[src/rtl/jk_seq_pkg.sv]
// Shared types for the JK bank sequencing controller: FSM state encoding
// and the excitation pair that leaves a JK cell unchanged.
package jk_seq_pkg;

  typedef enum logic [1:0] {
    ST_IDLE = 2'd0,
    ST_RUN  = 2'd1,
    ST_LOAD = 2'd2
  } state_t;

  typedef struct packed {
    logic j;
    logic k;
  } jk_exc_t;

  localparam jk_exc_t JK_HOLD = '{j: 1'b0, k: 1'b0};

endpackage

[src/rtl/jk_cell.sv]
// Single JK flip-flop: 00 hold, 01 reset, 10 set, 11 toggle.
// Asynchronous active-high reset forces Q=0 / nQ=1.
module jk_cell (
  input  logic clk,
  input  logic rst,
  input  logic j,
  input  logic k,
  output logic q,
  output logic nq
);

  // JK storage element
  always_ff @(posedge clk or posedge rst) begin
    if (rst) begin
      q <= 1'b0;
    end else begin
      case ({j, k})
        2'b01:   q <= 1'b0;
        2'b10:   q <= 1'b1;
        2'b11:   q <= ~q;
        default: q <= q;
      endcase
    end
  end

  assign nq = ~q;

endmodule

[src/rtl/jk_seq_ctrl.sv]
// Drives a bank of WIDTH JK cells as a loadable modulo-MOD counter with
// run/hold control. Define JK_SEQ_DOWN_EN to honour dir (down counting);
// without it the counter is up-only and dir is ignored.
//
// state   | meaning
// IDLE    | holding, waiting for en or a load
// RUN     | counting one step per cycle while en=1
// LOAD    | one-cycle hold after an accepted load; loads refused
module jk_seq_ctrl
  import jk_seq_pkg::*;
#(
  parameter int WIDTH = 4,
  parameter int MOD   = 10
) (
  input  logic             clk,
  input  logic             rst,
  input  logic             en,
  input  logic             dir,
  input  logic             load_valid,
  input  logic [WIDTH-1:0] load_value,
  output logic             load_ready,
  output logic [WIDTH-1:0] q,
  output logic [WIDTH-1:0] j,
  output logic [WIDTH-1:0] k,
  output logic             wrap,
  output logic             busy
);

  localparam logic [WIDTH-1:0] MAX_Q = WIDTH'(MOD - 1);

  state_t           r_state;
  state_t           w_state_nxt;
  logic             r_wrap;
  logic             w_wrap_nxt;
  logic             w_accept;
  logic [WIDTH-1:0] w_q;
  logic [WIDTH-1:0] w_nxt;
  logic [WIDTH-1:0] w_nq_unused;

`ifndef JK_SEQ_DOWN_EN
  logic w_unused_dir;
  assign w_unused_dir = dir;
`endif

  assign load_ready = (r_state != ST_LOAD);
  assign w_accept   = load_valid & load_ready;

  // Target value for the bank after this edge, plus the wrap it implies
  always_comb begin
    w_nxt      = w_q;
    w_wrap_nxt = 1'b0;
    if (w_accept) begin
      w_nxt = (load_value > MAX_Q) ? MAX_Q : load_value;
    end else if (r_state == ST_RUN && en) begin
`ifdef JK_SEQ_DOWN_EN
      if (dir) begin
        if (w_q == '0) begin
          w_nxt      = MAX_Q;
          w_wrap_nxt = 1'b1;
        end else begin
          w_nxt = w_q - WIDTH'(1);
        end
      end else
`endif
      begin
        if (w_q == MAX_Q) begin
          w_nxt      = '0;
          w_wrap_nxt = 1'b1;
        end else begin
          w_nxt = w_q + WIDTH'(1);
        end
      end
    end
  end

  // FSM next state; a load always wins, otherwise en selects RUN or IDLE
  always_comb begin
    w_state_nxt = r_state;
    if (w_accept) begin
      w_state_nxt = ST_LOAD;
    end else if (en) begin
      w_state_nxt = ST_RUN;
    end else begin
      w_state_nxt = ST_IDLE;
    end
  end

  // FSM state and wrap pulse registers
  always_ff @(posedge clk or posedge rst) begin
    if (rst) begin
      r_state <= ST_IDLE;
      r_wrap  <= 1'b0;
    end else begin
      r_state <= w_state_nxt;
      r_wrap  <= w_wrap_nxt;
    end
  end

  // Set only bits rising, reset only bits falling; hold while in reset
  // so a load request during reset cannot leak through the excitation.
  assign j = rst ? {WIDTH{JK_HOLD.j}} : (~w_q & w_nxt);
  assign k = rst ? {WIDTH{JK_HOLD.k}} : (w_q & ~w_nxt);

  for (genvar g = 0; g < WIDTH; g++) begin : g_cell
    jk_cell u_cell (
      .clk (clk),
      .rst (rst),
      .j   (j[g]),
      .k   (k[g]),
      .q   (w_q[g]),
      .nq  (w_nq_unused[g])
    );
  end

  assign q    = w_q;
  assign wrap = r_wrap;
  assign busy = (r_state == ST_RUN);

endmodule

[config.mk]
export PLATFORM = sky130hd
export DESIGN_NAME = jk_seq_ctrl
export DESIGN_NICKNAME = d
export VERILOG_FILES = /design/src/rtl/jk_seq_pkg.sv /design/src/rtl/jk_cell.sv /design/src/rtl/jk_seq_ctrl.sv
export SDC_FILE = /design/constraint.sdc
export NUM_CORES = 1
export LEC_CHECK = 0
export ABC_CLOCK_PERIOD_IN_PS = 4550
export CORE_MARGIN = 2
export CORE_UTILIZATION = 30
export DETAILED_ROUTE_END_ITERATION = 8
export PLACE_DENSITY_LB_ADDON = 0.12
export RECOVER_POWER = 25
export SYNTH_ARGS = -nofsm -noshare
export SYNTH_HDL_FRONTEND = slang
export SYNTH_SLANG_ARGS = --single-unit
[constraint.sdc]
create_clock -name clk -period 4.55 [get_ports clk]
set_input_delay 0.6825 -clock clk [delete_from_list [all_inputs] [get_ports clk]]
set_output_delay 0.6825 -clock clk [all_outputs]
set_load 0.005 [all_outputs]
==> flow_summary.toml <==
[placement]
gp_congestion = 0.759
io_buffers = 22
dp_slack_ns = 1.36
dp_hpwl_um = 1060

[yosys]
synth_top_family_by_area = "simple AND/OR/NAND/NOR gates"
synth.distinct_cells = 39
syn_inst = 76
synthXorXnorAreaFrac = 0.0135
synth-warning-count = 0
syn_area_um2 = 649
ys_ff_latch = 7
ys_seq_area_frac = 0.270
syn_avg_cell_area_um2 = 8.54
yosys.area_share.simple = 0.297
synth_compound_area_frac = 0.224
syn-num-nets = 85
muxShareOfSynthArea = 0.0154
yosys.area_share.adder = 0

[sta]
rsz0062_at_grt = "no"
slew_headroom = 0.699
setup-tns-final_ns = 0
drv_slew = 0
timing.final.crit_share = 0.705
finalCriticalPeriod_ns = 3.21
finalSetupViolations = 0
tightest_slew_ns = 0.451
fin_ws_ns = 1.34
finalClockSkew_ns = 0.00251
fmax_ghz = 0.312
hold_viol = 0

[critical_path]
crit_chain = "clkdlybuf4s50_1 > nand4b_4 > nor2_1 > nand3_1 > a21boi_0 > clkdlybuf4s50_1"
critPathMostFrequentCell = "clkdlybuf4s50_1"
critical_path.max_fanout = 5
cp-startpoint = "en"
worstSetupEndpointType = "primary output"
worstSetupPathType = "primary input to primary output"
path_buf_inv = 2
cp_slowest_stage_delay_ns = 0.58
cp-start-kind = "primary input"
required_ns = 3.87
worstPathArrival_ns = 2.53
path_delay_family = "buffers and inverters"
cp_slowest_cell = "clkdlybuf4s50_1"
rr_startpoint = "r_state[0]"

[layout]
nets = 97
num_antenna_cells = 0
area_growth_syn_to_layout_pct = 27.2
final_core_util = 0.413
drive_gt1_frac = 0.126

[routing]
vias = 597
drc_errors = 0
first_pass_iters = 4
viasPerCell = 5.24
post_drt_wl_per_cell_um = 12.9
initialDrtViolationCount = 15
finalWirelength_um = 1470
antenna_left = 0

[grt]
grt_pass1_wl_um = 2350
antenna_found_initial = 0
grt_use_total = 0.129
first_global_vias = 495
grt_max_degree = 13
globalRouteOverflowTotal = 0

[clocking]
postCtsSetupRepairBufs = 0
cts_resized = 0
cts_buffer_depth = 2
worst_skew_pair.late_latency_ns = 0.26
clockRootBuffer = "clkbuf_4"
ctsHoldBuffers = 0
clk_pin_slew_ns = 0.06
cts_tree = "done"
cts_sinks = 7
cts_buffers = 3
htreeDepth = 1

[power_and_ir_drop]
power_density_nw_per_um2 = 263
ir_worst_vdd_uv = 120
p_leak_nw = 0.328
p_total_w = 0.000217

[floorplan]
die_w_um = 50.5
die_y_um = 50.5
start_util = 0.324
core_area_um2 = 2000
die-area_um2 = 2550
rows = 16
pin_count = 24

[worst_hold_path]
hp-start = "g_cell[1].u_cell.q"
hold_class = "flop to flop"

[outcome]
outcome = "complete, no violations"

[run]
drv_cap = 0
[metal layers]
layer | wire [µm] | share of wire | global-route usage | vias to the layer above
li1 | - | - | - | 281
met1 | 659 | 0.45 | 0.170 | 282
met2 | 656 | 0.45 | 0.175 | 30
met3 | 124 | 0.084 | 0.0357 | 4
met4 | 29 | 0.020 | 0.0946 | 0
met5 | 0 | 0 | 0 | -
[worst reg2reg max path, stage by stage (launching register included)]
cell,delay [ns]
dfrtp_1,0.46
nand2b_2,0.25
nand2_4,0.16
inv_4,0.08
a22oi_1,0.17
o2bb2ai_1,0.09
[synth_stat cells (all sizes together)]
master | number | area share
nand4 | 1 | 0.0096
a211oi | 2 | 0.031
a22oi | 2 | 0.023
dfrtp | 7 | 0.27
o211ai | 1 | 0.012
nand4b | 1 | 0.037
xnor2 | 1 | 0.013
nor3 | 1 | 0.0077
nor2 | 6 | 0.035
nand2 | 7 | 0.052
clkbuf | 1 | 0.0058
o21a | 1 | 0.012
a21boi | 2 | 0.023
nand3b | 1 | 0.017
buf | 14 | 0.15
o21ai | 3 | 0.029
o221ai | 1 | 0.013
inv | 3 | 0.021
o2bb2ai | 1 | 0.013
o32a | 1 | 0.015
o211a | 1 | 0.015
nand3 | 2 | 0.015
o22a | 1 | 0.013
a21oi | 3 | 0.023
and3 | 3 | 0.029
or3 | 1 | 0.017
and4b | 1 | 0.015
nor2b | 2 | 0.019
nand2b | 2 | 0.023
and2 | 1 | 0.0096
nor4 | 1 | 0.0096
mux2i | 1 | 0.015
[final timing paths]
| path | end | slack (ns) | depth (start not counted) |
|---|---|---|---|
| worst min-delay path | wrap | 0.56 | 1 |
| worst max register to register | g_cell[2].u_cell.q | 3.22 | 5 |
| worst min register to register | wrap | 0.56 | 1 |
| min in group asynchronous | g_cell[3].u_cell.q | 1.08 | 2 |
| worst max-delay path | j[3] | 1.34 | 6 |
| max in group asynchronous | g_cell[0].u_cell.q | 3.20 | 2 |
[through the flow]
| step | hold WS (ns) | std cells | instance area (µm²) |
|---|---|---|---|
| after floorplan | 0.506 | 76 | 649 |
| after global placement | 0.567 | 110 | 800 |
| after detailed placement | 0.563 | 110 | 800 |
| after CTS | 0.569 | 114 | 826 |
| after global routing | 0.618 | 114 | 826 |
| final | 0.565 | 114 | 826 |
[flip-flops by register name, indices dropped and copies added, names as in the netlist]
name	flops
g_cell.u_cell.q	4
r_state	2
wrap	1
[power by group]
| part | total, W | internal, W | leakage [nW] | switching [W] |
|---|---|---|---|---|
| clock | 0.0000601 | 0.0000337 | 0.0150 | 0.0000264 |
| sequential | 0.0000850 | 0.0000700 | 0.0879 | 0.0000150 |
| combinational | 0.0000718 | 0.0000415 | 0.225 | 0.0000303 |
| total | 0.000217 | 0.000145 | 0.328 | 0.0000717 |
[cells by family (layout without fill, tap and decap cells)]
| group | after synthesis | in the layout |
|---|---|---|
| compound gates | 19 | 19 |
| simple gates | 30 | 30 |
| buf+inv | 18 | 29 |
| flops | 7 | 7 |
| mux | 1 | 1 |
| xor+xnor | 1 | 1 |
[cell type report]
cell class	count	area (µm²)
Clock buffer	4	26.3
Fill cell	226	1180
Inverter	3	13.8
Multi-Input combinational cell	51	357
Sequential cell	7	175
Tap cell	27	33.8
Timing Repair Buffer	22	220
[cell usage in the layout, fill, tap and decap left out, drive strengths merged, types with 3 or more instances in the layout]
cell            n
clkdlybuf4s50  21
dfrtp           7
nand2           7
nor2            6
clkbuf          4
a21oi           3
and3            3
inv             3
o21ai           3
Power figures use the tool's default switching activity.
==> RTL edit, RTL diff (config.mk and constraints unchanged) <==
Build with the macro `JK_SEQ_DOWN_EN` defined.
--- a/src/rtl/jk_seq_ctrl.sv
+++ b/src/rtl/jk_seq_ctrl.sv
@@ -8,2 +8,4 @@
 // LOAD    | one-cycle hold after an accepted load; loads refused
+`define JK_SEQ_DOWN_EN
+
 module jk_seq_ctrl
Check against the original RTL: not equivalent (a bounded check fails within 4 cycles, from zero or initial values and one cycle with rst high).
==> RTL edit against the original RTL <==
- via count grew 17%
- first-iteration DRC count shrank 33%
- global-route usage grew 0.85 points
- area after synthesis grew 18%
- routed wire length grew 23%
- design area grew 14%
- critical path depth shrank 1
- total power grew 20%
- sequential cell count is the same
- register-to-register slack lost 0.42 ns
- setup slack lost 0.30 ns
- combinational power grew 48%
- largest power group is now combinational cells
==> RTL edit: results (changes against the original RTL) <==
Sw Ratio - 36.92% (+3.9 points)
Hold endpoint - g_cell[0].u_cell.q
Critical Path Start - rst
Starting DRC count in detailed routing - 10 (-5)
Post-Synth XOR/XNOR Area - 2.280% (+0.93 points)
Fill cells - 269 (+19%)
Pin count of the biggest net entering global routing - 16 (+3)
Final WL - 1807 um (+23%)
Complex-gate fraction of the synthesized area - 28.83% (+6.5 points)
Seq/Total Area, Yosys - 22.80% (-4.2 points)
Relative slew margins - 64.97% (-4.9 points)
Reg-to-Reg Start - g_cell[0].u_cell.q
I/O Buffers - 23 (+4.5%)
Status - completed
Final Skew - 0.004997 ns (+0.002490 ns)
Worst EP arrival - 2.83 ns (+0.30 ns)
Slowest Stage Delay on Critical Path - 0.84 ns (+0.26 ns)
Share of cells above drive strength 1 - 7.767% (-4.9 points)
Worst Setup EP - j[1]
First-pass GRT wire length - 2856 um (+21%)
Critical-path top delay cell - dlygate4sd3_1
Standby leakage power - 0.0003682 uW (+12%)
Depth of the worst register-to-register path - 4 (-1)
CP max FO - 13 (+8)
GRT Total Usage - 13.70% (+0.85 points)
Crit Reg-Reg Endpoint - g_cell[3].u_cell.q
Vias in the first global route - 627 (+27%)
Synth cell types - 46 (+18%)
RTL edit: changes by cell type after synthesis, sizes merged, moves of 2 or more:
cell,delta
a21boi,-2
a21oi,+3
a22oi,-2
clkbuf,+2
inv,+2
nand2,-3
nor2,-4
nor3,+2
o21ai,+2
o22ai,+2
o31a,+2
o31ai,+2
RTL edit: area by class of cell:
class	instances	area, um^2	area share [%]
clock buffer	4	26.28	2.785
inverter	6	22.52	2.387
multi-input combinational	63	451.7	47.88
sequential	7	175.2	18.57
tap	30	37.54	3.979
timing repair buffer	23	230.2	24.40
RTL edit: worst min-delay path, delay by kind of cell, from the launching register on:
| family | cells | cell delay (ns) |
|---|---|---|
| flip-flops | 1 | 0.39 |
| AO/OA/AOI/OAI | 2 | 0.31 |
RTL edit: per-stage QoR:
step | instances | area [um^2] | setup WS [ns] | power [uW]
after floorplan | 94 | 768.2 | 2.187 | 173.5
after global routing | 133 | 943.4 | 0.8156 | 280.2
after detailed placement | 129 | 917.1 | 1.087 | 202.5
after global placement | 129 | 917.1 | 1.105 | 202.2
final | 133 | 943.4 | 1.037 | 260.5
after CTS | 133 | 943.4 | 1.077 | 263.7
RTL edit: power by group through the flow:
stage	logic, uW	clock network [uW]	registers, uW
after floorplan	96.6	0	76.9
after global placement	106	0	96.5
after detailed placement	106	0	96.7
after CTS	107	61.6	95.4
after global routing	118	64.9	97.9
final	106	59.8	95.2
RTL edit: layer usage:
| metal | global-route usage, % | part of all wire (%) | vias up |
|---|---|---|---|
| met4 | 3.750 | 0.55 | 0 |
| met1 | 18.75 | 50 | 319 |
| li1 | - | - | 358 |
| met2 | 19.44 | 45 | 19 |
| met5 | 0 | 0 | - |
| met3 | 5.738 | 4.4 | 2 |
